==> src/rtl/regfile_wport_arbiter_pkg.sv <==
// Shared constants and the queued-write record for the register-file write-port arbiter.
package regfile_wport_arbiter_pkg;

  localparam int REG_ADDR_W   = 5;
  localparam int REG_W        = 32;
  localparam int REG_NUM      = 32;
  localparam int REG_NUM_LOG2 = 5;
  localparam int ARB_REQ_MAX  = 4;

  localparam logic [REG_W-1:0] ZERO_WORD    = '0;
  localparam logic             WRITE_ENABLE = 1'b1;
  localparam logic             RST_ENABLE   = 1'b1;

  typedef struct packed {
    logic [REG_ADDR_W-1:0] waddr;
    logic [REG_W-1:0]      wdata;
  } wr_entry_t;

  localparam int ENTRY_W = $bits(wr_entry_t);

endpackage

==> src/rtl/regfile_wport_arbiter_fifo.sv <==
// Per-requester synchronous FIFO; pointers carry one extra wrap bit so full/empty
// are told apart without a separate counter.
module regfile_arb_fifo #(
  parameter int DEPTH = 2,
  parameter int WIDTH = 37
) (
  input  logic             clk,
  input  logic             rst,
  input  logic             flush,
  input  logic             push,
  input  logic             pop,
  input  logic [WIDTH-1:0] din,
  output logic [WIDTH-1:0] head,
  output logic             full,
  output logic             empty
);

  localparam int AW = $clog2(DEPTH);

  logic [AW:0]      wptr, rptr;
  logic [WIDTH-1:0] mem [DEPTH];

  always_ff @(posedge clk) begin
    if (rst || flush) begin
      wptr <= '0;
      rptr <= '0;
    end else begin
      if (push) wptr <= wptr + 1'b1;
      if (pop)  rptr <= rptr + 1'b1;
    end
  end

  always_ff @(posedge clk) begin
    if (push) mem[wptr[AW-1:0]] <= din;
  end

  assign head  = mem[rptr[AW-1:0]];
  assign empty = (wptr == rptr);
  assign full  = (wptr[AW] != rptr[AW]) && (wptr[AW-1:0] == rptr[AW-1:0]);

endmodule

==> src/rtl/regfile_wport_arbiter.sv <==
// Round-robin arbiter sharing the register-file write port between NREQ FIFO-buffered
// sources. Define REGFILE_ARB_SCOREBOARD_EN to add the per-register pending[] scoreboard.
module regfile_wport_arbiter
  import regfile_wport_arbiter_pkg::*;
#(
  parameter int NREQ       = 2,
  parameter int FIFO_DEPTH = 2
) (
  input  logic                       clk,
  input  logic                       rst,
  input  logic                       flush,
  input  logic [NREQ-1:0]            req_valid,
  output logic [NREQ-1:0]            req_ready,
  input  logic [NREQ*REG_ADDR_W-1:0] req_waddr,
  input  logic [NREQ*REG_W-1:0]      req_wdata,
  output logic                       rf_we,
  output logic [REG_ADDR_W-1:0]      rf_waddr,
  output logic [REG_W-1:0]           rf_wdata,
  output logic                       idle
`ifdef REGFILE_ARB_SCOREBOARD_EN
  , output logic [REG_NUM-1:0]       pending
`endif
);

  localparam int RRW = (NREQ > 1) ? $clog2(NREQ) : 1;

  logic [NREQ-1:0] push, pop, full, empty;
  wr_entry_t       head [NREQ];
  logic [RRW-1:0]  rr, gidx;
  logic            grant;

  // First non-empty FIFO at or after ptr, wrapping modulo NREQ.
  function automatic logic [RRW-1:0] rr_pick(input logic [NREQ-1:0] ne,
                                             input logic [RRW-1:0]  ptr);
    logic        found;
    int unsigned j;
    rr_pick = ptr;
    found   = 1'b0;
    for (int unsigned k = 0; k < NREQ; k++) begin
      j = (32'(ptr) + k) % NREQ;
      if (!found && ne[RRW'(j)]) begin
        rr_pick = RRW'(j);
        found   = 1'b1;
      end
    end
  endfunction

  always_comb begin
    grant = |(~empty);
    gidx  = rr_pick(~empty, rr);
  end

  // Ready ignores same-cycle pop, so a full FIFO stays closed even while draining.
  always_comb begin
    req_ready = '0;
    push      = '0;
    pop       = '0;
    for (int unsigned i = 0; i < NREQ; i++) begin
      req_ready[i] = !full[i] && !flush && (rst != RST_ENABLE);
      push[i]      = req_valid[i] && req_ready[i] &&
                     (req_waddr[i*REG_ADDR_W +: REG_ADDR_W] != '0);
      pop[i]       = grant && !flush && (gidx == RRW'(i));
    end
  end

  for (genvar g = 0; g < NREQ; g++) begin : g_fifo
    regfile_arb_fifo #(
      .DEPTH (FIFO_DEPTH),
      .WIDTH (ENTRY_W)
    ) u_fifo (
      .clk   (clk),
      .rst   (rst),
      .flush (flush),
      .push  (push[g]),
      .pop   (pop[g]),
      .din   ({req_waddr[g*REG_ADDR_W +: REG_ADDR_W], req_wdata[g*REG_W +: REG_W]}),
      .head  (head[g]),
      .full  (full[g]),
      .empty (empty[g])
    );
  end

  always_ff @(posedge clk) begin
    if (rst == RST_ENABLE) begin
      rf_we    <= 1'b0;
      rf_waddr <= '0;
      rf_wdata <= ZERO_WORD;
      rr       <= '0;
    end else if (flush) begin
      rf_we <= 1'b0;
    end else begin
      rf_we <= grant;
      if (grant) begin
        rf_waddr <= head[gidx].waddr;
        rf_wdata <= head[gidx].wdata;
        rr       <= RRW'((32'(gidx) + 1) % NREQ);
      end
    end
  end

  assign idle = (&empty) && !rf_we;

`ifdef REGFILE_ARB_SCOREBOARD_EN
  localparam int CW = $clog2(NREQ*FIFO_DEPTH+1) + 1;

  logic [CW-1:0] cnt     [REG_NUM];
  logic [CW-1:0] cnt_nxt [REG_NUM];

  // Several sources may accept the same register in one cycle, hence per-source increments.
  always_comb begin
    for (int unsigned r = 0; r < REG_NUM; r++) begin
      cnt_nxt[r] = cnt[r];
      for (int unsigned i = 0; i < NREQ; i++) begin
        if (push[i] && (req_waddr[i*REG_ADDR_W +: REG_ADDR_W] == REG_ADDR_W'(r)))
          cnt_nxt[r] = cnt_nxt[r] + 1'b1;
      end
      if (rf_we && (rf_waddr == REG_ADDR_W'(r)))
        cnt_nxt[r] = cnt_nxt[r] - 1'b1;
    end
  end

  always_ff @(posedge clk) begin
    for (int unsigned r = 0; r < REG_NUM; r++) begin
      if ((rst == RST_ENABLE) || flush) cnt[r] <= '0;
      else                              cnt[r] <= cnt_nxt[r];
    end
  end

  always_comb begin
    pending = '0;
    for (int unsigned r = 1; r < REG_NUM; r++) pending[r] = (cnt[r] != '0);
  end
`endif

endmodule

==> config.mk <==
export PLATFORM = sky130hd
export DESIGN_NAME = regfile_wport_arbiter
export DESIGN_NICKNAME = d
export VERILOG_FILES = /design/src/rtl/regfile_wport_arbiter_pkg.sv /design/src/rtl/regfile_wport_arbiter_fifo.sv /design/src/rtl/regfile_wport_arbiter.sv
export SDC_FILE = /design/constraint.sdc
export NUM_CORES = 1
export LEC_CHECK = 0
export CAP_MARGIN = 20
export CELL_PAD_IN_SITES_DETAIL_PLACEMENT = 0
export CELL_PAD_IN_SITES_GLOBAL_PLACEMENT = 1
export CORE_ASPECT_RATIO = 2
export CORE_MARGIN = 5
export CORE_UTILIZATION = 45
export CTS_CLUSTER_SIZE = 16
export DETAILED_ROUTE_END_ITERATION = 6
export GPL_ROUTABILITY_DRIVEN = 0
export PLACE_DENSITY = 0.77
export SETUP_SLACK_MARGIN = 0.1
export SYNTH_ARGS = -nofsm -noshare
export SYNTH_HDL_FRONTEND = slang
export SYNTH_HIERARCHICAL = 1
export SYNTH_SLANG_ARGS = --single-unit
==> constraint.sdc <==
create_clock -name clk -period 4.3 [get_ports clk]
set_input_delay 1.075 -clock clk [delete_from_list [all_inputs] [get_ports clk]]
set_output_delay 1.075 -clock clk [all_outputs]
set_load 0.01 [all_outputs]
==> results of run 1 <==
[layout make-up]
class / count / area, um^2 / share of cell area [%]
well taps: 216 / 270 / 2.69
repair buffers: 131 / 1270 / 12.7
multi-input cells: 273 / 2460 / 24.5
clock inverters: 15 / 170 / 1.70
diodes: 1 / 2.50 / 0.0249
flip-flops and latches: 197 / 5430 / 54.1
inverters: 3 / 11.3 / 0.112
clock buffers: 17 / 425 / 4.24
[registers in the layout, indices dropped and copies added, names as in the netlist, named ones only]
| register | count |
|---|---|
| rf_wdata | 32 |
| g_fifo.u_fifo/mem | 148 |
| g_fifo.u_fifo/rptr | 4 |
| rf_waddr | 5 |
| g_fifo.u_fifo/wptr | 4 |
| rr | 1 |
| rf_we | 1 |
[routing by layer]
metal	up-vias	track usage (%)	wire length, um
li1	2300	-	-
met2	178	32.8	10400
met5	-	0	11
met4	2	8.68	565
met1	2495	20.8	7220
met3	32	3.96	925
[kinds of logic (layout without fill, tap and decap cells)]
family	Yosys count	in the layout	synth area share, %
other cells	0	1	0
xor+xnor	8	8	0.855
buf+inv	51	166	4.31
flops	197	197	66.2
mux	74	74	12.9
simple gates	103	103	6.41
fa+ha+maj	1	1	0.137
compound gates	87	87	9.18
[Yosys cell counts, drive strengths merged]
| master | number |
|---|---|
| inv | 3 |
| a21o | 1 |
| a2111oi | 74 |
| o311a | 2 |
| or2 | 2 |
| a21bo | 4 |
| or3 | 2 |
| clkbuf | 23 |
| nor4 | 37 |
| nor3 | 3 |
| xor2 | 4 |
| nand3b | 4 |
| nor2b | 4 |
| buf | 25 |
| a211oi | 1 |
| edfxtp | 148 |
| xnor2 | 4 |
| nor2 | 48 |
| mux2 | 74 |
| a21oi | 5 |
| dfxtp | 49 |
| maj3 | 1 |
| and2 | 3 |
[where the power goes]
group          leakage [nW]  switching, mW  internal (mW)
clock                 0.286          0.718          0.874
sequential             1.74         0.0261           2.08
combinational          1.22          0.128          0.142
total                  3.24          0.871           3.10
[worst max-delay path, delay by kind of cell (launching register included)]
family | cells | cell delay [ns]
xor+xnor | 1 | 0.17
buf+inv | 2 | 0.66
flops | 1 | 0.48
simple gates | 2 | 0.50
[worst max-delay path by stage]
stage                                          start                               endpoint  slack [ns]  cells past startpoint
4_1_cts        g_fifo[0].u_fifo/wptr[0]$_SDFFE_PP0P_                                   idle        0.93                      5
5_1_grt        g_fifo[1].u_fifo/wptr[0]$_SDFFE_PP0P_                           req_ready[1]        0.82                      4
3_5_place_dp                            req_waddr[1]  g_fifo[0].u_fifo/mem[0][32]$_DFFE_PP_        0.91                      5
3_3_place_gp                            req_waddr[0]  g_fifo[0].u_fifo/mem[0][35]$_DFFE_PP_        0.98                      5
2_1_floorplan                                  flush   g_fifo[0].u_fifo/mem[0][0]$_DFFE_PP_        0.11                      5
6_report       g_fifo[0].u_fifo/wptr[0]$_SDFFE_PP0P_                                   idle        0.97                      5
[stage by stage]
stage | hold slack [ns] | setup WS [ns] | power [mW]
after global placement | 0.492 | 0.984 | 2.42
after detailed placement | 0.481 | 0.909 | 2.42
final | 0.497 | 0.974 | 3.97
after global routing | 0.510 | 0.821 | 4.09
after CTS | 0.498 | 0.927 | 4.00
after floorplan | 0.511 | 0.114 | 2.26
==> out/qor.txt, run 1 <==
Status - completed
Max-Cap Viols - 0
Slew headroom - 31.8%
Largest cells by area after synthesis - edfxtp_1 (54%), dfxtp_1 (12%), mux2_4 (11%), a2111oi_0 (7.9%), nor4_1 (2.8%)
R2R setup slack - 1.39 ns
DR pass1 iterations - 5
Starting density of the core - 45.2%
Row cnt - 70
Reg-to-reg endpoint - g_fifo[0].u_fifo/mem[0][32]$_DFFE_PP_
GRT Total Usage - 18.5%
P per Cell Area - 396 nW/um^2
Yosys top cell by area - edfxtp_1
Final Instance Area - 10000 um^2
Worst Path Max Fanout - 6
DR vias - 5007
Synthesized area - 8200 um^2
Post-synthesis sequential area ratio - 66.2%
Pin count of the biggest net entering global routing - 76
Area post-placement - 9440 um^2
Grt ovf - 0
CP Data Required Time - 3.22 ns
Initial antenna violation count - 2
Tcrit/Tclk final - 77.3%
Final Util - 55.4%
Initial DRC count - 305
TritonCTS clock tree - done
Vias per cell - 5.87
Reg clk slew, reported paths - 0.07 ns
Synth Register Bits - 197
Vias in the first global route - 5386
Clock Sinks - 197
Min-Delay Endpoint - rf_wdata[15]$_SDFFE_PP0P_
CP cell instances - xor2_1 -> nor2_4 -> inv_2 -> nor3_1 -> clkdlybuf4s50_1
CP max stage cell - clkdlybuf4s50_1
# hold bufs at CTS - 0
Nets@finish - 702
Synthesized instance count - 521
Min-delay src - rf_wdata[15]$_SDFFE_PP0P_
Wire length per cell - 22.4 um
Crit start category - flop
Critical Path AT - 2.25 ns
Measured slew at the worst slew-check pin - 1.02 ns
Avg Cell Area, Syn - 15.7 um^2
CTS Buffer Depth - 2
Post-DP HPWL - 12.5 mm
Synth-to-Final Area Change - 22.5%
Leak - 3.24 nW
Cells on worst reg2reg path - 6
Peak VDD IR - 0.331 mV
Final critical-path required period - 3.33 ns
Synthesized net count - 600
Crit end category - primary output
Height of the chip - 201 um
Setup repair bufs after CTS - 0
Hold Path Depth - 2
H-tree depth - 4
Num CTS Buffers - 17
Reg-to-Reg Start - g_fifo[0].u_fifo/wptr[0]$_SDFFE_PP0P_
RSZ-0062 raised after global routing - false
Final WL - 19.1 mm
IO buf count - 119
Post-synth top area share - 54.2%
Commonest non-fill, non-tap cell in the layout - edfxtp_1
Finished Layout Cells - 853
CP Class - flop to primary output
CORE AREA - 18100 um^2
Share of layout cells above drive strength 1 - 22.0%
CTS root buf - clkbuf_16
Setup Skew - 0.00899 ns
Cts repair resizes - 0
# IOs - 120
Hold WC Path Type - flop to flop
Global-route wire length before repair - 29.8 mm
Antenna-violating nets left - 0
Fillers - 1429
Clk Latency, worst-skew pair - 0.43 ns
Max Slew Vio Count - 0
Max Freq - 301 MHz
Commonest cells after routing, fill and taps aside - edfxtp_1 (148), clkdlybuf4s50_1 (117), a2111oi_0 (74)
Yosys Warn Count - 6
Hold Vio Cnt, Final - 0
Die Span X - 105 um
Setup violations, final - 0
Max incr delay on CP - 0.62 ns
Die Footprint - 21200 um^2
Count of cell types in the netlist - 28
Residual DRC - 0
Setup TNS - 0 ns
Placed cell count - 820
Note: power is estimated with default switching activity, not from simulation.
==> run 2: changes to the inputs <==
==> constraint.sdc (replaced) <==
create_clock -name clk -period 3.1 [get_ports clk]
set_input_delay 0.775 -clock clk [delete_from_list [all_inputs] [get_ports clk]]
set_output_delay 0.775 -clock clk [all_outputs]
set_load 0.01 [all_outputs]
==> run 2 against run 1 <==
  * Worst hold slack got worse by 0.0018 ns
  * Non-clock buffer count rose by 1
  * Setup slack got worse by 0.73 ns
  * Via count about the same
  * Clock skew decreased by 0.0014 ns
  * First-iteration DRC count increased by 4.6%
  * Critical endpoint unchanged
  * Largest power group unchanged
==> out/qor.txt, run 2 (synthesis gave the netlist of run 1 again) <==
Hold Vio Cnt, Final - 0 (unchanged)
Max-Cap Viols - 0 (unchanged)
Reg clk slew, reported paths - 0.07 ns (about the same)
Crit path launch - g_fifo[0].u_fifo/rptr[0]$_SDFFE_PP0P_ (was g_fifo[0].u_fifo/wptr[0]$_SDFFE_PP0P_)
Clk Latency, worst-skew pair - 0.43 ns (about the same)
# hold bufs at CTS - 0 (unchanged)
CP max stage cell - clkdlybuf4s50_1 (unchanged)
Crit start category - flop (unchanged)
Sum of buffers and inverters on the critical path - 2 (unchanged)
TritonCTS clock tree - done (unchanged)
Initial DRC count - 319 (was 305)
Hold WC Path Type - flop to flop (unchanged)
Internal - 4.31 mW (was 3.10 mW)
CP Data Required Time - 2.32 ns (was 3.22 ns)
Post-DP HPWL - 12.5 mm (about the same)
RSZ-0062 raised after global routing - false (unchanged)
Area post-placement - 9480 um^2 (was 9440 um^2)
Max incr delay on CP - 0.61 ns (was 0.62 ns)
NetSw - 1.22 mW (was 0.871 mW)
H-tree depth - 4 (unchanged)
Pin count of the biggest net entering global routing - 79 (was 76)
Number of flip-flops in the largest register - 148 (unchanged)
Setup Skew - 0.00763 ns (was 0.00899 ns)
IO buf count - 119 (unchanged)
Die Footprint - 21200 um^2 (unchanged)
Num CTS Buffers - 17 (unchanged)
Height of the chip - 201 um (unchanged)
Antenna diodes - 0 (was 1)
Leak - 3.27 nW (was 3.24 nW)
Clock Sinks - 197 (unchanged)
DR vias - 5008 (was 5007)
Status - completed (unchanged)
Global-route wire length before repair - 29.9 mm (was 29.8 mm)
CTS root buf - clkbuf_16 (unchanged)
Slew headroom - 30.8% (was 31.8%)
Final Instance Area - 10100 um^2 (was 10000 um^2)
Die Span X - 105 um (unchanged)
Nets@finish - 703 (was 702)
Final WL - 19.4 mm (was 19.1 mm)
Tcrit/Tclk final - 92.1%
P per Cell Area - 546 nW/um^2 (was 396 nW/um^2)
Initial antenna violation count - 1 (was 2)
Grt ovf - 0 (unchanged)
Placed cell count - 820 (unchanged)
Worst Path Max Fanout - 4 (was 6)
Max Slew Vio Count - 0 (unchanged)
Measured slew at the worst slew-check pin - 1.04 ns (was 1.02 ns)
Fillers - 1426 (was 1429)
# IOs - 120 (unchanged)
CTS Buffer Depth - 2 (unchanged)
Antenna-violating nets left - 0 (unchanged)
Residual DRC - 0 (unchanged)
CP delay by family, top - buffers and inverters (unchanged)
Commonest cells after routing, fill and taps aside - edfxtp_1 (148), clkdlybuf4s50_1 (117), a2111oi_0 (74) (unchanged)
Seq pwr share - 52.9% (was 53.1%)
Multi-input gate area - 2480 um^2 (was 2460 um^2)
Final critical-path required period - 2.85 ns
Setup violations, final - 0 (unchanged)
Synth-to-Final Area Change - 23.5% (was 22.5%)
Vias per cell - 5.87 (about the same)
Peak VDD IR - 0.342 mV (was 0.331 mV)
Share of layout cells above drive strength 1 - 22.6% (was 22.0%)
Crit end category - primary output (unchanged)
GRT Total Usage - 18.5% (about the same)
Starting density of the core - 45.2% (unchanged)
Row cnt - 70 (unchanged)
Critical Path AT - 2.08 ns (was 2.25 ns)
Finished Layout Cells - 853 (unchanged)
Commonest non-fill, non-tap cell in the layout - edfxtp_1 (unchanged)
CORE AREA - 18100 um^2 (unchanged)
CP cell instances - xor2_2 -> nor2_4 -> inv_2 -> nor3_2 -> clkdlybuf4s50_1 (was xor2_1 -> nor2_4 -> inv_2 -> nor3_1 -> clkdlybuf4s50_1)
Clock power share - 40.1% (about the same)
Vias in the first global route - 5336 (was 5386)
DR pass1 iterations - 4 (was 5)
Max Freq - 350 MHz
Min-delay src - rf_waddr[0]$_SDFFE_PP0P_ (was rf_wdata[15]$_SDFFE_PP0P_)
Switching portion of total power - 22.0% (was 21.9%)
Reg-to-Reg Start - g_fifo[0].u_fifo/rptr[0]$_SDFFE_PP0P_ (was g_fifo[0].u_fifo/wptr[0]$_SDFFE_PP0P_)
Storage cell area - 5430 um^2 (about the same)
CP Class - flop to primary output (unchanged)
Wire length per cell - 22.8 um (was 22.4 um)
Final Util - 55.8% (was 55.4%)
Combinational fraction of design power - 6.9% (was 6.8%)
run 2: power by group through the flow:
stage               clock [mW]  sequential [mW]  combinational, mW
detailed placement           0             2.99              0.378
global placement             0             2.98              0.368
finish                    2.22             2.93              0.383
global route              2.37             2.93              0.409
floorplan                    0             2.98              0.159
CTS                       2.26             2.93              0.381
run 2: routing by layer:
metal	up-vias	wire, um	GRT usage [%]
met2	163	10600	33.1
met4	2	648	8.59
li1	2308	-	-
met5	-	11	0
met1	2504	7410	20.5
met3	31	803	3.96
run 2: repair_timing:
item | in CTS | in global routing
gates resized for setup | 2 | 3
buffers inserted | 0 | 0
endpoints found under the setup margin | 2 | 3
run 2: worst paths after layout:
check                                              end  slack (ns)  cells past startpoint
setup / recovery                                  idle        0.25                      5
hold / removal                rf_waddr[0]$_SDFFE_PP0P_        0.49                      2
setup reg to reg  g_fifo[0].u_fifo/mem[1][2]$_DFFE_PP_        0.47                      5
hold reg to reg               rf_waddr[0]$_SDFFE_PP0P_        0.49                      2
run 2: worst register-to-register path, delay by kind of cell (launching register included):
family	cells	cell delay, ns
AO/OA/AOI/OAI	1	0.33
XOR/XNOR	1	0.23
flip-flops	1	0.45
AND/OR/NAND/NOR	3	1.21
run 2: layout make-up:
class / instances / share of cell area (%)
repair buffers: 132 / 13.2
clock buffers: 18 / 4.24
flip-flops and latches: 197 / 53.6
multi-input cells: 273 / 24.5
well taps: 216 / 2.67
clock inverters: 14 / 1.67
inverters: 3 / 0.111
run 2: per-stage QoR:
step	setup slack, ns	power [mW]	hold WS [ns]	setup TNS, ns
2_1_floorplan	0.275	3.14	0.511	0
3_3_place_gp	-0.00380	3.35	0.489	-0.0809
3_5_place_dp	-0.0753	3.36	0.484	-2.70
4_1_cts	0.134	5.57	0.499	0
5_1_grt	0.143	5.71	0.518	0
6_report	0.246	5.53	0.495	0
==> run 3: changes to the inputs <==
--- a/config.mk
+++ b/config.mk
@@ -5,11 +5,11 @@
 export SDC_FILE = /design/constraint.sdc
 export NUM_CORES = 1
 export LEC_CHECK = 0
+export ABC_CLOCK_PERIOD_IN_PS = 3100
 export CAP_MARGIN = 20
 export CELL_PAD_IN_SITES_DETAIL_PLACEMENT = 0
 export CELL_PAD_IN_SITES_GLOBAL_PLACEMENT = 1
 export CORE_ASPECT_RATIO = 2
-export CORE_MARGIN = 5
 export CORE_UTILIZATION = 45
 export CTS_CLUSTER_SIZE = 16
 export DETAILED_ROUTE_END_ITERATION = 6
==> run 3 against run 2 <==
  * Via count fell by 0.26%
  * Cell count unchanged
  * Critical path type unchanged
  * Combinational power is 1% higher
  * Largest power group unchanged
  * Largest cell class unchanged
==> out/qor.txt, run 3 (synthesis gave the netlist of run 1 again) <==
Hold Path Depth - 2 (unchanged)
Pwr Total - 5.50 mW (was 5.53 mW)
H-tree depth - 4 (unchanged)
Status - completed (unchanged)
Synth-to-Final Area Change - 23.7% (was 23.5%)
Initial antenna violation count - 0 (was 1)
Nets@finish - 706 (was 703)
Max Slew Vio Count - 0 (unchanged)
Reg clk slew, reported paths - 0.07 ns (about the same)
RSZ-0062 raised after global routing - false (unchanged)
Crit end category - primary output (unchanged)
Final WL - 19.0 mm (was 19.4 mm)
DR pass1 iterations - 4 (unchanged)
Max Freq - 347 MHz (was 350 MHz)
CP Class - flop to primary output (unchanged)
Antenna-violating nets left - 0 (unchanged)
Global-route wire length before repair - 29.0 mm (was 29.9 mm)
Leak - 3.28 nW (was 3.27 nW)
Setup violations, final - 0 (unchanged)
Min-Delay Endpoint - rf_wdata[23]$_SDFFE_PP0P_ (was rf_waddr[0]$_SDFFE_PP0P_)
DR vias - 4995 (was 5008)
Clock Sinks - 197 (unchanged)
Starting density of the core - 46.1% (was 45.2%)
Measured slew at the worst slew-check pin - 0.971 ns (was 1.04 ns)
Hold WC Path Type - flop to flop (unchanged)
Die Footprint - 18800 um^2 (was 21200 um^2)
Commonest non-fill, non-tap cell in the layout - edfxtp_1 (unchanged)
# IOs - 120 (unchanged)
CTS Buffer Depth - 2 (unchanged)
Worst Path Max Fanout - 4 (unchanged)
Initial DRC count - 245 (was 319)
Setup Skew - 0.0101 ns (was 0.00763 ns)
Reg-to-Reg Start - g_fifo[1].u_fifo/rptr[0]$_SDFFE_PP0P_ (was g_fifo[0].u_fifo/rptr[0]$_SDFFE_PP0P_)
Num CTS Buffers - 17 (unchanged)
GRT Total Usage - 20.4% (was 18.5%)
P per Cell Area - 543 nW/um^2 (was 546 nW/um^2)
IO buf count - 119 (unchanged)
Post-DP HPWL - 12.1 mm (was 12.5 mm)
Row cnt - 69 (was 70)
Height of the chip - 193 um (was 201 um)
Wire length per cell - 22.2 um (was 22.8 um)
Share of layout cells above drive strength 1 - 23.0% (was 22.6%)
Setup repair bufs after CTS - 0 (unchanged)
Vias in the first global route - 5248 (was 5336)
Tcrit/Tclk final - 92.8% (was 92.1%)
Die Span X - 97.4 um (was 105 um)
Hold Vio Cnt, Final - 0 (unchanged)
Pin count of the biggest net entering global routing - 79 (unchanged)
CTS root buf - clkbuf_16 (unchanged)
Residual DRC - 0 (unchanged)
TritonCTS clock tree - done (unchanged)
CORE AREA - 17800 um^2 (was 18100 um^2)
Reg-to-reg endpoint - g_fifo[1].u_fifo/mem[1][21]$_DFFE_PP_ (was g_fifo[0].u_fifo/mem[1][2]$_DFFE_PP_)
Clk Latency, worst-skew pair - 0.42 ns (was 0.43 ns)
CP Data Required Time - 2.32 ns (about the same)
Min-delay src - rf_wdata[23]$_SDFFE_PP0P_ (was rf_waddr[0]$_SDFFE_PP0P_)
Slew headroom - 35.3% (was 30.8%)
Final critical-path required period - 2.88 ns (was 2.85 ns)
# hold bufs at CTS - 0 (unchanged)
Number of flip-flops in the largest register - 148 (unchanged)
R2R setup slack - 0.46 ns (was 0.47 ns)
Fillers - 1424 (was 1426)
Critical Path AT - 2.10 ns (was 2.08 ns)
Antenna diodes - 0 (unchanged)
Crit start category - flop (unchanged)
Peak VDD IR - 0.326 mV (was 0.342 mV)
Max-Cap Viols - 0 (unchanged)
Grt ovf - 0 (unchanged)
Setup TNS - 0 ns (unchanged)
Cells on worst reg2reg path - 5 (unchanged)
Vias per cell - 5.86 (was 5.87)
Commonest cells after routing, fill and taps aside - edfxtp_1 (148), clkdlybuf4s50_1 (117), a2111oi_0 (74) (unchanged)
-- run 3: critical path, cell delays in order, from the launching register on --
cell and delay [ns]:
dfxtp_1 0.43, xor2_2 0.22, nor2b_1 0.09, nor3_1 0.33, clkdlybuf4s50_1 0.61
-- run 3: metrics by stage --
step	hold slack [ns]	setup WS, ns	instance area, um^2	cells	utilization (%)
3_5_place_dp	0.485	-0.0592	9510	820	53.5
2_1_floorplan	0.511	0.275	8210	521	-
3_3_place_gp	0.483	0.0357	9490	819	53.3
5_1_grt	0.519	0.137	10100	853	57.0
6_report	0.495	0.222	10100	853	57.0
4_1_cts	0.500	0.136	10100	852	56.9
-- run 3: cell type report --
class	count	area, um^2	area share [%]
Clock buffer	17	425	4.20
Timing Repair Buffer	135	1360	13.5
Clock inverter	15	166	1.64
Tap cell	213	267	2.63
Multi-Input combinational cell	273	2470	24.4
Sequential cell	197	5430	53.6
Inverter	3	11.3	0.111
-- run 3: report_power, final --
group	total [mW]	switching, mW	internal (mW)
clock	2.19	0.982	1.21
sequential	2.92	0.0309	2.89
combinational	0.387	0.185	0.202
total	5.50	1.20	4.30
-- run 3: worst max path at each step --
stage | startpoint | to | slack, ns | cells after the start
after floorplan | rst | g_fifo[1].u_fifo/mem[0][0]$_DFFE_PP_ | 0.27 | 5
after CTS | g_fifo[0].u_fifo/wptr[0]$_SDFFE_PP0P_ | idle | 0.14 | 5
after detailed placement | req_waddr[6] | g_fifo[1].u_fifo/mem[0][9]$_DFFE_PP_ | -0.06 | 4
final | g_fifo[1].u_fifo/rptr[0]$_SDFFE_PP0P_ | req_ready[1] | 0.22 | 4
after global routing | g_fifo[1].u_fifo/rptr[0]$_SDFFE_PP0P_ | req_ready[1] | 0.14 | 4
after global placement | req_waddr[6] | g_fifo[1].u_fifo/mem[0][9]$_DFFE_PP_ | 0.04 | 4
-- run 3: routing by layer --
layer	GRT usage [%]	share of wire (%)
met3	2.64	3.0
met4	10.6	3.4
met5	0	0
met1	22.3	37
met2	38.2	56
-- run 3: timing repair --
| item | in CTS | in global routing |
|---|---|---|
| resized for setup | 2 | 2 |
| pin swaps | 0 | 0 |
| endpoints found under the setup margin | 2 | 2 |
